[config.mk]
export PLATFORM = sky130hd
export DESIGN_NAME = phase_sequencer
export DESIGN_NICKNAME = d
export VERILOG_FILES = /design/src/rtl/phase_sequencer.sv
export SDC_FILE = /design/constraint.sdc
export NUM_CORES = 1
export LEC_CHECK = 0
export ABC_AREA = 1
export CORE_UTILIZATION = 45
export CTS_CLUSTER_DIAMETER = 30
export DETAILED_ROUTE_END_ITERATION = 6
export PLACE_DENSITY = 0.68
export SLEW_MARGIN = 20
export SYNTH_ARGS = -nofsm -noshare
export SYNTH_HDL_FRONTEND = slang
export SYNTH_SLANG_ARGS = --single-unit
[constraint.sdc]
create_clock -name clk -period 1.6 [get_ports clk]
set_input_delay 0.48 -clock clk [delete_from_list [all_inputs] [get_ports clk]]
set_output_delay 0.48 -clock clk [all_outputs]
set_load 0.05 [all_outputs]
[src/rtl/phase_sequencer.sv]
// phase_sequencer: four-phase machine-cycle timing generator with a one-hot
// instruction step vector and run / halt / single-step control.
module phase_sequencer #(
  parameter int NUM_STEPS = 6,
  parameter int DIV       = 1
) (
  input  logic                 clk,
  input  logic                 rst,
  input  logic                 run,
  input  logic                 halt_req,
  input  logic                 step_req,
  input  logic                 restart,
  output logic                 clk_out,
  output logic                 clk_en,
  output logic                 clk_set,
  output logic [NUM_STEPS-1:0] step,
  output logic                 running,
  output logic                 cycle_done
);

  typedef enum logic [1:0] {IDLE, RUN, SINGLE} state_t;

  localparam logic [1:0] P0 = 2'd0;
  localparam logic [1:0] P1 = 2'd1;
  localparam logic [1:0] P2 = 2'd2;
  localparam logic [1:0] P3 = 2'd3;

  localparam logic [7:0]           PRESC_MAX  = 8'(DIV - 1);
  localparam logic [NUM_STEPS-1:0] STEP_FIRST = NUM_STEPS'(1);

  state_t               state, state_n;
  logic [1:0]           phase, phase_n;
  logic [7:0]           presc, presc_n;
  logic [NUM_STEPS-1:0] step_n;
  logic                 halt_pending, halt_n;
  logic                 cd_n;
  logic                 tick, boundary;

  // Next-state: phase/prescaler advance, step rotation, run/halt/single control.
  always_comb begin
    state_n  = state;
    phase_n  = phase;
    presc_n  = presc;
    step_n   = step;
    halt_n   = halt_pending;
    cd_n     = 1'b0;
    tick     = (presc == PRESC_MAX);
    boundary = (state != IDLE) && (phase == P3) && tick;

    case (state)
      IDLE: begin
        presc_n = '0;
        phase_n = P3;
        if (run) begin
          state_n = RUN;
          phase_n = P0;
        end else if (step_req) begin
          state_n = SINGLE;
          phase_n = P0;
        end
      end
      default: begin
        if (halt_req) halt_n = 1'b1;
        if (tick) begin
          presc_n = '0;
          phase_n = phase + 2'd1;
        end else begin
          presc_n = presc + 8'd1;
        end
        if (boundary) begin
          // The top step never rotates out to zero: it always wraps to step[0].
          if (restart || step[NUM_STEPS-1]) begin
            step_n = STEP_FIRST;
            cd_n   = 1'b1;
          end else begin
            step_n = step << 1;
          end
          if (state == SINGLE || halt_pending || !run) begin
            state_n = IDLE;
            phase_n = P3;
          end
        end
      end
    endcase

    // Entering IDLE drops any queued halt and parks the prescaler.
    if (state_n == IDLE && state != IDLE) begin
      halt_n  = 1'b0;
      presc_n = '0;
    end
  end

  // Core sequencer state.
  always_ff @(posedge clk or posedge rst) begin
    if (rst) begin
      state        <= IDLE;
      phase        <= P3;
      presc        <= '0;
      step         <= STEP_FIRST;
      halt_pending <= 1'b0;
    end else begin
      state        <= state_n;
      phase        <= phase_n;
      presc        <= presc_n;
      step         <= step_n;
      halt_pending <= halt_n;
    end
  end

  // Registered strobes decoded from next-state values, so they line up with phase.
  always_ff @(posedge clk or posedge rst) begin
    if (rst) begin
      clk_out    <= 1'b0;
      clk_en     <= 1'b0;
      clk_set    <= 1'b0;
      running    <= 1'b0;
      cycle_done <= 1'b0;
    end else begin
      clk_out    <= (state_n != IDLE) && (phase_n == P0 || phase_n == P1);
      clk_en     <= (state_n != IDLE) && (phase_n != P3);
      clk_set    <= (state_n != IDLE) && (phase_n == P1);
      running    <= (state_n != IDLE);
      cycle_done <= cd_n;
    end
  end

endmodule

==> impl_metrics.json <==
{
  "nets": 162,
  "insertion_delay_ns": 0.32,
  "status": "finished clean",
  "clock_sinks": 24,
  "cpPeakStageDelay_ns": 0.59,
  "io_pins": 17,
  "cp_max_fo": 3,
  "rr_worst_depth": 7,
  "worst_slew_pin_slew_ns": 0.441,
  "drt-initial-drc-count": 10,
  "nFillCells": 227,
  "postCtsHoldBufs": 0,
  "seq_area_sq_um": 604,
  "synthCells": 132,
  "p_per_area_nw_per_um2": 1930,
  "fmax_mhz": 657,
  "path_depth": 1,
  "wl_per_cell_microns": 10.3,
  "critPathSlowestCell": "dfstp_2",
  "ys_types": 19,
  "synth_area_sq_um": 1170,
  "cap_violations": 0,
  "antenna_cells": 0,
  "grt_pass1_wl_microns": 3370,
  "synth-seq-cells": 24,
  "rsz0062_at_grt": "false",
  "routabilityCongestion": 0.809,
  "critPathLaunchType": "flip-flop",
  "start_util_pct": 47.6,
  "drive_above_1_share_pct": 23.7,
  "crit_family": "flip-flops",
  "syn_avg_cell_area_sq_um": 8.84,
  "met2_usage_pct": 28.3,
  "cts_tree": "yes",
  "critPathBufInv": 1,
  "yosys-top-cells-area": "dfrtp_1 (45%), nand2_1 (12%), dfstp_2 (6.8%), inv_1 (6.1%), nor2_1 (5.5%)",
  "finalSetupViolations": 0,
  "design.core.area_sq_um": 2450,
  "cts_buffers": 3,
  "worstSetupPathType": "reg -> out",
  "grt_usage_pct": 17.1,
  "arrival_ns": 1.04,
  "maxSlewViolCount": 0,
  "grt_max_degree": 25,
  "die_width_microns": 52.9,
  "post_cts_resized": 0,
  "row_count": 18,
  "overflow": 0,
  "synth_simple_gate_area_share_pct": 28.8,
  "die_h_microns": 52.9,
  "drtPass1Iterations": 4,
  "worstPathCellList": "buf_12",
  "synth-xor-area-share_pct": 3.75,
  "met3_usage_pct": 1.72,
  "synth.most_common_cell": "nand2_1",
  "hold_class": "in -> async",
  "period_minus_slack_ns": 1.52,
  "async_flop_share_pct": 100,
  "yosys.area.top_type": "dfrtp_1",
  "swShare_pct": 44.1,
  "synth_edf_count": 0,
  "hold_violations": 0,
  "relSlewSlack_pct": 70.5,
  "synth_top_area_share_pct": 45.0,
  "syn2layout_area_growth_pct": 28.3,
  "rr_startpoint": "presc[0]",
  "combPwrFrac_pct": 55.3,
  "power_frac_seq_pct": 35.3,
  "drt-total-wl_microns": 1880,
  "drcViolationCount": 0,
  "grt_pass1_vias": 816,
  "busiest_layer": "met2",
  "cts_root_buf": "clkbuf_4",
  "synth_common_cells": "nand2_1 (36), dfrtp_1 (21), inv_1 (19)",
  "vdd.ir_drop.worst_v": 0.00177,
  "post-cts-setup-buffers": 0,
  "instances_no_fill": 182,
  "pwr-share-clk_pct": 9.4,
  "skew_ns": 0.00995,
  "ys_warn_count": 0,
  "power.switching_mw": 1.27,
  "rrSetupSlack_ns": 0.15,
  "synth_compound_area_share_pct": 4.50,
  "hpwlAfterDp_microns": 1470,
  "synthMuxAreaShare_pct": 0,
  "fin_util_pct": 61.0,
  "dieArea_sq_um": 2800,
  "setup_tns_ns": 0,
  "cts_max_path_buffers": 2,
  "syn_nets": 141,
  "synth_top_family_by_area": "simple AND/OR/NAND/NOR gates",
  "internal_power_mw": 1.61,
  "timing.hold.ws_ns": 0.492,
  "detail-route-antenna-nets": 0,
  "rr_endpoint": "step[2]",
  "vias": 837,
  "drt-vias-per-instance": 4.60,
  "path_clk_slew_ns": 0.13,
  "required_ns": 1.12,
  "cp-startpoint": "step[0]",
  "met1_usage_pct": 21.4,
  "power.leakage_nw": 0.746,
  "port_buffers": 16,
  "multiInputGateArea_sq_um": 470,
  "htree_num_levels": 1,
  "fin_crit_sh_pct": 95.1,
  "synth_ff_type": "dfrtp_1",
  "synth.yosys.seq_area_share_pct": 51.8,
  "antenna_found_initial": 0,
  "worstSetupEndpoint": "step[0]",
  "dp_cells": 178,
  "yosys.area_share.adder_pct": 3.22,
  "end_kind": "output pin"
}
## logic make-up (layout without fill, tap and decap cells)
kind of cell | count (synthesis) | in the layout
xor gates and xnor gates | 5 | 5
AOI/OAI and AO/OA | 6 | 6
and+or+nand+nor | 72 | 72
buffers and inverters | 22 | 42
DFF | 24 | 24
adders and majority gates | 3 | 3
## state kept, by name, summed over array words and instances (netlist names)
register	count
step	6
presc	8
clk_set	1
phase	2
running	1
clk_out	1
halt_pending	1
cycle_done	1
clk_en	1
state	2
## stage by stage
stage | instance area (sq um) | worst slack (ns) | power [mW]
3_5_place_dp | 1470 | -0.0269 | 2.65
2_1_floorplan | 1170 | 0.267 | 1.96
6_report | 1500 | 0.0780 | 2.88
4_1_cts | 1500 | 0.0647 | 2.92
3_3_place_gp | 1470 | -0.00247 | 2.61
5_1_grt | 1500 | 0.0161 | 3.06
## cells in the final DEF (no fill, tap or decap)
cell type         n
clkbuf_1          1
nand2_1          36
ha_1              3
nand3_1           6
nor2_4            2
dfrtp_1          21
dfstp_2           3
nor2_2            3
clkbuf_4          3
nand2_2           3
nor3b_1           1
clkdlybuf4s50_1   5
o21ai_2           6
buf_12           11
nand4_1           2
nand3_4           1
inv_4             1
xor2_1            5
inv_1            19
nand3_2           1
buf_4             1
inv_2             1
nor2_1           17
## layout make-up
type	count	area share, %
well taps	30	2.51
repair buffers	17	18.5
inverters	21	5.43
multi-input cells	86	31.4
flip-flops and latches	24	40.4
clock buffers	4	1.75
## routing by layer
layer	share of wire, %	vias up
met3	1.5	4
met5	0	-
met1	43	388
met4	1.8	0
li1	-	437
met2	54	8
## worst min path at each step
stage / to / slack [ns] / depth (start not counted)
2_1_floorplan: presc[0] / 0.45 / 1
3_3_place_gp: presc[0] / 0.47 / 1
3_5_place_dp: presc[0] / 0.48 / 1
4_1_cts: step[4] / 0.50 / 3
5_1_grt: presc[5] / 0.53 / 3
6_report: cycle_done / 0.49 / 3
## power groups by stage
stage          clock network (mW)  logic [mW]  registers, mW
2_1_floorplan                   0       0.579           1.38
3_3_place_gp                    0        1.59           1.03
3_5_place_dp                    0        1.61           1.04
4_1_cts                     0.283        1.62           1.02
5_1_grt                     0.303        1.71           1.04
6_report                    0.271        1.60           1.02
No activity file was read; power rests on OpenSTA's default activity.
